<file path="src/rtl/alu_issue_ctrl.sv">
// Issue controller in front of the clocked 32-bit ALU: decodes ALUOp/funct, registers operands,
// waits out the ALU latency and returns the result. Optional macro ALU_SLT_EN enables funct 101010 (slt).
module alu_issue_ctrl #(
  parameter int WIDTH = 32
) (
  input  logic             clk,
  input  logic             rst,
  input  logic             start,
  input  logic [1:0]       ALUOp,
  input  logic [5:0]       funct,
  input  logic             ALUSrc,
  input  logic [WIDTH-1:0] rs_val,
  input  logic [WIDTH-1:0] rt_val,
  input  logic [WIDTH-1:0] imm,
  output logic [3:0]       ALU_control,
  output logic [WIDTH-1:0] arg1,
  output logic [WIDTH-1:0] arg2,
  input  logic [WIDTH-1:0] ALU_result,
  input  logic             Zero,
  output logic             busy,
  output logic             done,
  output logic [WIDTH-1:0] result,
  output logic             branch_taken,
  output logic             illegal
);

  typedef enum logic [1:0] {S_IDLE, S_ISSUE, S_WAIT, S_DONE} state_t;

  localparam logic [3:0] OP_AND = 4'b0000;
  localparam logic [3:0] OP_OR  = 4'b0001;
  localparam logic [3:0] OP_ADD = 4'b0010;
  localparam logic [3:0] OP_SUB = 4'b0110;

  state_t     state;
  logic       is_branch_q;
  logic       dec_legal;
  logic [3:0] dec_ctrl;
  logic [WIDTH-1:0] capture_val;

`ifdef ALU_SLT_EN
  logic dec_slt;
  logic is_slt_q;
  logic ovf;
`endif

  // NOTE: every always_comb output gets a default first so no path can infer a latch.
  always_comb begin
    dec_legal = 1'b0;
    dec_ctrl  = OP_AND;
`ifdef ALU_SLT_EN
    dec_slt   = 1'b0;
`endif
    unique case (ALUOp)
      2'b00: begin dec_legal = 1'b1; dec_ctrl = OP_ADD; end
      2'b01: begin dec_legal = 1'b1; dec_ctrl = OP_SUB; end
      2'b10: begin
        case (funct)
          6'b100000: begin dec_legal = 1'b1; dec_ctrl = OP_ADD; end
          6'b100010: begin dec_legal = 1'b1; dec_ctrl = OP_SUB; end
          6'b100100: begin dec_legal = 1'b1; dec_ctrl = OP_AND; end
          6'b100101: begin dec_legal = 1'b1; dec_ctrl = OP_OR;  end
`ifdef ALU_SLT_EN
          6'b101010: begin dec_legal = 1'b1; dec_ctrl = OP_SUB; dec_slt = 1'b1; end
`endif
          default:   dec_legal = 1'b0;
        endcase
      end
      default: dec_legal = 1'b0;
    endcase
  end

`ifdef ALU_SLT_EN
  // Signed less-than from the subtract result, corrected for signed overflow.
  assign ovf = (arg1[WIDTH-1] != arg2[WIDTH-1]) && (ALU_result[WIDTH-1] != arg1[WIDTH-1]);
  assign capture_val = is_slt_q ? {{(WIDTH-1){1'b0}}, ALU_result[WIDTH-1] ^ ovf} : ALU_result;
`else
  assign capture_val = ALU_result;
`endif

  // NOTE: sequential state uses non-blocking assignments so every register samples pre-edge values.
  always_ff @(posedge clk or posedge rst) begin
    if (rst) begin
      state        <= S_IDLE;
      ALU_control  <= 4'b0000;
      arg1         <= '0;
      arg2         <= '0;
      busy         <= 1'b0;
      done         <= 1'b0;
      result       <= '0;
      branch_taken <= 1'b0;
      illegal      <= 1'b0;
      is_branch_q  <= 1'b0;
`ifdef ALU_SLT_EN
      is_slt_q     <= 1'b0;
`endif
    end else begin
      done <= 1'b0;
      case (state)
        S_IDLE: begin
          if (start) begin
            busy        <= 1'b1;
            is_branch_q <= (ALUOp == 2'b01);
`ifdef ALU_SLT_EN
            is_slt_q    <= dec_slt;
`endif
            if (dec_legal) begin
              ALU_control <= dec_ctrl;
              arg1        <= rs_val;
              arg2        <= ALUSrc ? imm : rt_val;
              state       <= S_ISSUE;
            end else begin
              // Illegal requests leave the ALU-facing registers untouched.
              result       <= '0;
              illegal      <= 1'b1;
              branch_taken <= 1'b0;
              done         <= 1'b1;
              state        <= S_DONE;
            end
          end
        end
        S_ISSUE: state <= S_WAIT;
        S_WAIT: begin
          result       <= capture_val;
          branch_taken <= is_branch_q & Zero;
          illegal      <= 1'b0;
          done         <= 1'b1;
          state        <= S_DONE;
        end
        S_DONE: begin
          busy  <= 1'b0;
          state <= S_IDLE;
        end
        default: state <= S_IDLE;
      endcase
    end
  end

endmodule

</file>
<file path="config.mk">
export PLATFORM = sky130hd
export DESIGN_NAME = alu_issue_ctrl
export DESIGN_NICKNAME = d
export VERILOG_FILES = /design/src/rtl/alu_issue_ctrl.sv
export SDC_FILE = /design/constraint.sdc
export NUM_CORES = 1
export LEC_CHECK = 0
export BUFFER_PORTS_ARGS = -buffer_cell sky130_fd_sc_hd__buf_2
export CORE_ASPECT_RATIO = 1.4
export CORE_MARGIN = 2
export CORE_UTILIZATION = 45
export DETAILED_ROUTE_END_ITERATION = 7
export GPL_TIMING_DRIVEN = 1
export MAX_ROUTING_LAYER = met4
export PLACE_DENSITY = 0.93
export SETUP_SLACK_MARGIN = 0.1
export SKIP_LAST_GASP = 1
export SYNTH_ARGS = -nofsm -noshare
export SYNTH_HDL_FRONTEND = slang
export SYNTH_SLANG_ARGS = --single-unit
</file>
<file path="constraint.sdc">
create_clock -name clk -period 6.45 [get_ports clk]
set_input_delay 0.645 -clock clk [delete_from_list [all_inputs] [get_ports clk]]
set_output_delay 0.645 -clock clk [all_outputs]
set_load 0.02 [all_outputs]
</file>
Yosys cells after proc, flatten, opt, wreduce, memory -nomap -nowiden
Index checks and enable logic that the tools add are counted.

storage, ports and cells
  flip-flop bits (word level) = 107
  input bits = 141
  output and inout port bits = 104
  logic and storage cells = 54

operators by class
  equal/unequal tests = 11
  multiplexer cells = 22
  bitwise operators = 1
  reductions and logical operators = 10

operators with widths
  operator                                        number
  two-way mux 32 bit                              3
  case mux 32 bit (2 select lines)                1
  == test 6 bit (second input constant)           4
  case mux 3 bit (3 select lines)                 2
  case mux 1 bit (2 select lines)                 5
  two-way mux 1 bit                               8
  case mux 2 bit (4 select lines)                 1
  == test 2 bit (second input constant)           3
  AND reduction 3 bit                             2
  == test 2 x 1 -> 1 bit (second input constant)  2
  logical NOT 2 bit                               2
  two-way mux 2 bit                               2
  inequality test 2 bit (second input constant)   2
  AND reduction 2 bit                             2
  nonzero test 2 bit                              2
  OR reduction 4 bit                              1
  OR reduction 2 bit                              1
  AND 1 bit                                       1

Depth between registers and ports, before layout
  word-level depth = 7
  depth in mapped cells = 9
  gate-level depth less buffers = 6

Least setup slack after synthesis
Ideal clock, no wire load.

  path type = input -> register
  start point = input funct[3]
  end point = register arg1[0]
  library setup time = 0.125 ns
  arrival = 1.894 ns
  required time = 6.325 ns
  path slack = 4.431 ns
  cell stages on the path = 6
  path buffers = 2
  path through = nor4b_4 nand2_2 a21oi_2 buf_6 buf_8 mux2_2

on the way
  cells in the longest elaborated chain, start to end = 5
  elaborated cells between the ends (all ways) = 8
  those cells by class = eq/ne: 4; mux: 2; reduce/logical: 2

ends and longest elaborated chain
  element                              RTL line  source
  start, declared                      10        input logic [5:0] funct,
  == test 6 bit                        57        case (funct)
  OR reduction 4 bit (no line) (*)     --
  two-way mux 1 bit (*)                57
  case mux 1 bit (2 select lines) (*)  53        unique case (ALUOp)
  AND reduction 3 bit (no line) (*)    --
  end signal, assigned                 108       arg1 <= rs_val;
  end, declared                        16        output logic [WIDTH-1:0] arg1,

Mark *: on every way between the ends. The rest lies on a longest branch, timed or not.
A chain may end at the register's enable or synchronous reset.

Worst setup path after layout
  start point = input funct[3]
  end point = register branch_taken

on the way
  cells in the longest elaborated chain, start to end = 6
  elaborated cells between the ends (all ways) = 9
  those cells by class = eq/ne: 5; mux: 2; reduce/logical: 2

ends and longest elaborated chain
  element                              RTL line  source
  == test 6 bit                        57
  OR reduction 4 bit (no line) (*)     --
  two-way mux 1 bit (*)                57
  case mux 1 bit (2 select lines) (*)  53
  inequality test 2 bit (no line) (*)  --
  AND reduction 3 bit (no line) (*)    --
  end signal, assigned                 124       branch_taken <= is_branch_q & Zero;
  end, declared                        23        output logic branch_taken,

Marked as above.

==> metrics <==
Reg2Reg Launch Point state[0]; most common cell after layout, fill and taps aside buf_2; clock power share 17.9%; Final Critical Period 2.87 ns; Antenna Nets Post-Route 0; DRT Pass-1 Iters 4; Peak supply drop 0.306 mV; Row Count between 40 and 50; Comb pwr share 44.7%; gpl congestion 0.788; CTS tree built; detailed router's first-iteration violation count 120; Root Buffer clkbuf_16; post-CTS setup buffers 0; status finished, final reports clean; setup repair after global routing missed its margin no; DRT Wirelength 11,600 um; Sink Count roughly 110; detailed placer's ending HPWL 8640 um; gr usage total 21.6%; CTS buffer count 9; CP Class primary input to register; Mapped Area between 4000 and 5000 um^2; Switching Share 40.4%; register area share after synthesis 59.6%; DR vias between 3k and 4k; count of final max-slew check failures 0; crit path max fanout 35; initial antenna violation count 0; R2R setup slack 3.95 ns; hold-fix buffers at CTS 0; Max Freq 348 MHz; placed cell count 694; final net count 714; vias in the first global route 3,661; Avg Vias per Cell just over 5; core area between 9000 and 10,000 um^2; main flop type after synthesis dfrtp_1; clk_skew about 0.0065 ns; H-tree depth 3; Clock Latency Late Sink 0.34 ns; Power Internal 1.88 mW; Die H 122 um; setup TNS 0 ns; post-cts gate resize count 0; initial core utilization between 40% and 50%; Seq pwr share 37.4%; setup ws final 3.58 ns; Yosys Warn Count 0; clk slew on worst S/H paths about 0.07 ns; Setup crit start kind primary input; post-synthesis cell count 341; crit path DAT 3.09 ns; hold slack final 0.364 ns; Mean Syn Cell Area between 10 and 15 um^2; post-route total power 3.15 mW; CP startpoint funct[3]; Slew @ Worst Pin about 1.3 ns; Ports 245; die area 10,700 um^2; maxcap violations 0; Yosys cell types 35; Pwr Density 528 nW/um^2; share of cells above drive strength 1 between 50% and 60%; pre-CTS setup slack 3.20 ns; Seq cells post-synth around 110; port buffer count around 240; first-pass GRT wire length about 17,000 um; period utilization between 40 and 50%; most frequent cells in the layout buf_2, dfrtp_1, a21oi_1, mux2i_1; Setup violations, final 0; die width ~88 um; wire per inst about 16 um; HP Class primary input to async pin; Reg2Reg Capture Point ALU_control[1]; worst path required time 6.67 ns; Rel. slew slack 14.5%; Final Hold Vio Count 0; total grt overflow 0; largest net degree at the start of global routing 66; maximum clock path buffer count 2; DRC Markers 0; fin cells 710; fraction of registers with async set/reset 100%; Register-to-Register Path Depth 6; static leakage 3.08 nW; antenna fix cells 0; P&R area growth vs syn 34.3%; Switching Power 1.28 mW; Mapped Nets 485; Setup crit end kind register; Post-synth EDFFs 0
==> synthesized netlist by cell type, types with 2 or more instances <==
cell type	number	area, um^2
o22ai_1	2	12.5
o21ai_0	4	20.0
buf_2	5	25.0
nand2_1	7	26.3
a21oi_1	67	335
buf_8	2	30.0
buf_4	5	37.5
nand2b_1	2	12.5
dfrtp_1	106	2650
clkbuf_1	7	26.3
a22o_1	32	280
ha_1	3	37.5
mux2i_1	34	340
nor2_1	4	15.0
inv_1	3	11.3
nand3_1	2	10.0
buf_6	7	78.8
mux2_2	32	360
==> per-stage QoR <==
step / util, % / area (um^2)
final: 61.0 / 5980
after global routing: 61.0 / 5980
after CTS: 61.0 / 5980
after detailed placement: 57.8 / 5660
after global placement: 57.8 / 5660
after floorplan: - / 4450
==> layer usage <==
metal  vias up  share of wire [%]  GRT usage, %
li1       1707                  -             -
met1      1752                 37          23.8
met2       176                 53          36.8
met3        30                7.1          5.62
met4         0                2.5          8.81
met5         -                  0             -
==> power groups by stage <==
stage	Combinational [mW]	Clock, mW	Sequential (mW)
2_1_floorplan	0.574	0	1.57
3_3_place_gp	1.36	0	1.17
3_5_place_dp	1.43	0	1.18
4_1_cts	1.43	0.577	1.18
5_1_grt	1.52	0.607	1.22
6_report	1.41	0.563	1.18
==> final cells by class <==
class / instances / area (um^2)
clock inverter: 3 / 46.3
inverter: 3 / 13.8
multi-input combinational: 205 / 1590
sequential: 106 / 2650
timing repair buffer: 245 / 1230
fill: 789 / 3810
clock buffer: 13 / 270
tap: 135 / 169
==> logic make-up (layout without fill, tap and decap cells) <==
logic type	Yosys count	count (layout)	share of synthesized area, %
flops	106	106	59.6
other cells	1	1	0.0842
mux	66	66	15.7
fa+ha+maj	3	3	0.843
compound gates	113	113	16.1
simple gates	22	22	2.84
buf+inv	30	264	4.78
==> state kept, by name, summed over array words and instances, names as in the netlist <==
register and count:
done 1, result 32, state 2, arg1 32
ALU_control 3, arg2 32, is_branch_q 1, illegal 1
branch_taken 1, busy 1
==> worst max-delay path, cell delays in order <==
cell and delay [ns]:
buf_2 0.12, nor4b_4 0.40, a21bo_1 0.88, o21ai_2 0.59, a32o_1 0.45
==> how the worst max path moves through the flow <==
stage	endpoint	depth (start not counted)
6_report	branch_taken	5
3_3_place_gp	branch_taken	5
5_1_grt	branch_taken	5
4_1_cts	branch_taken	5
3_5_place_dp	branch_taken	5
2_1_floorplan	ALU_control[0]	1
(Power assumes the default switching activity.)
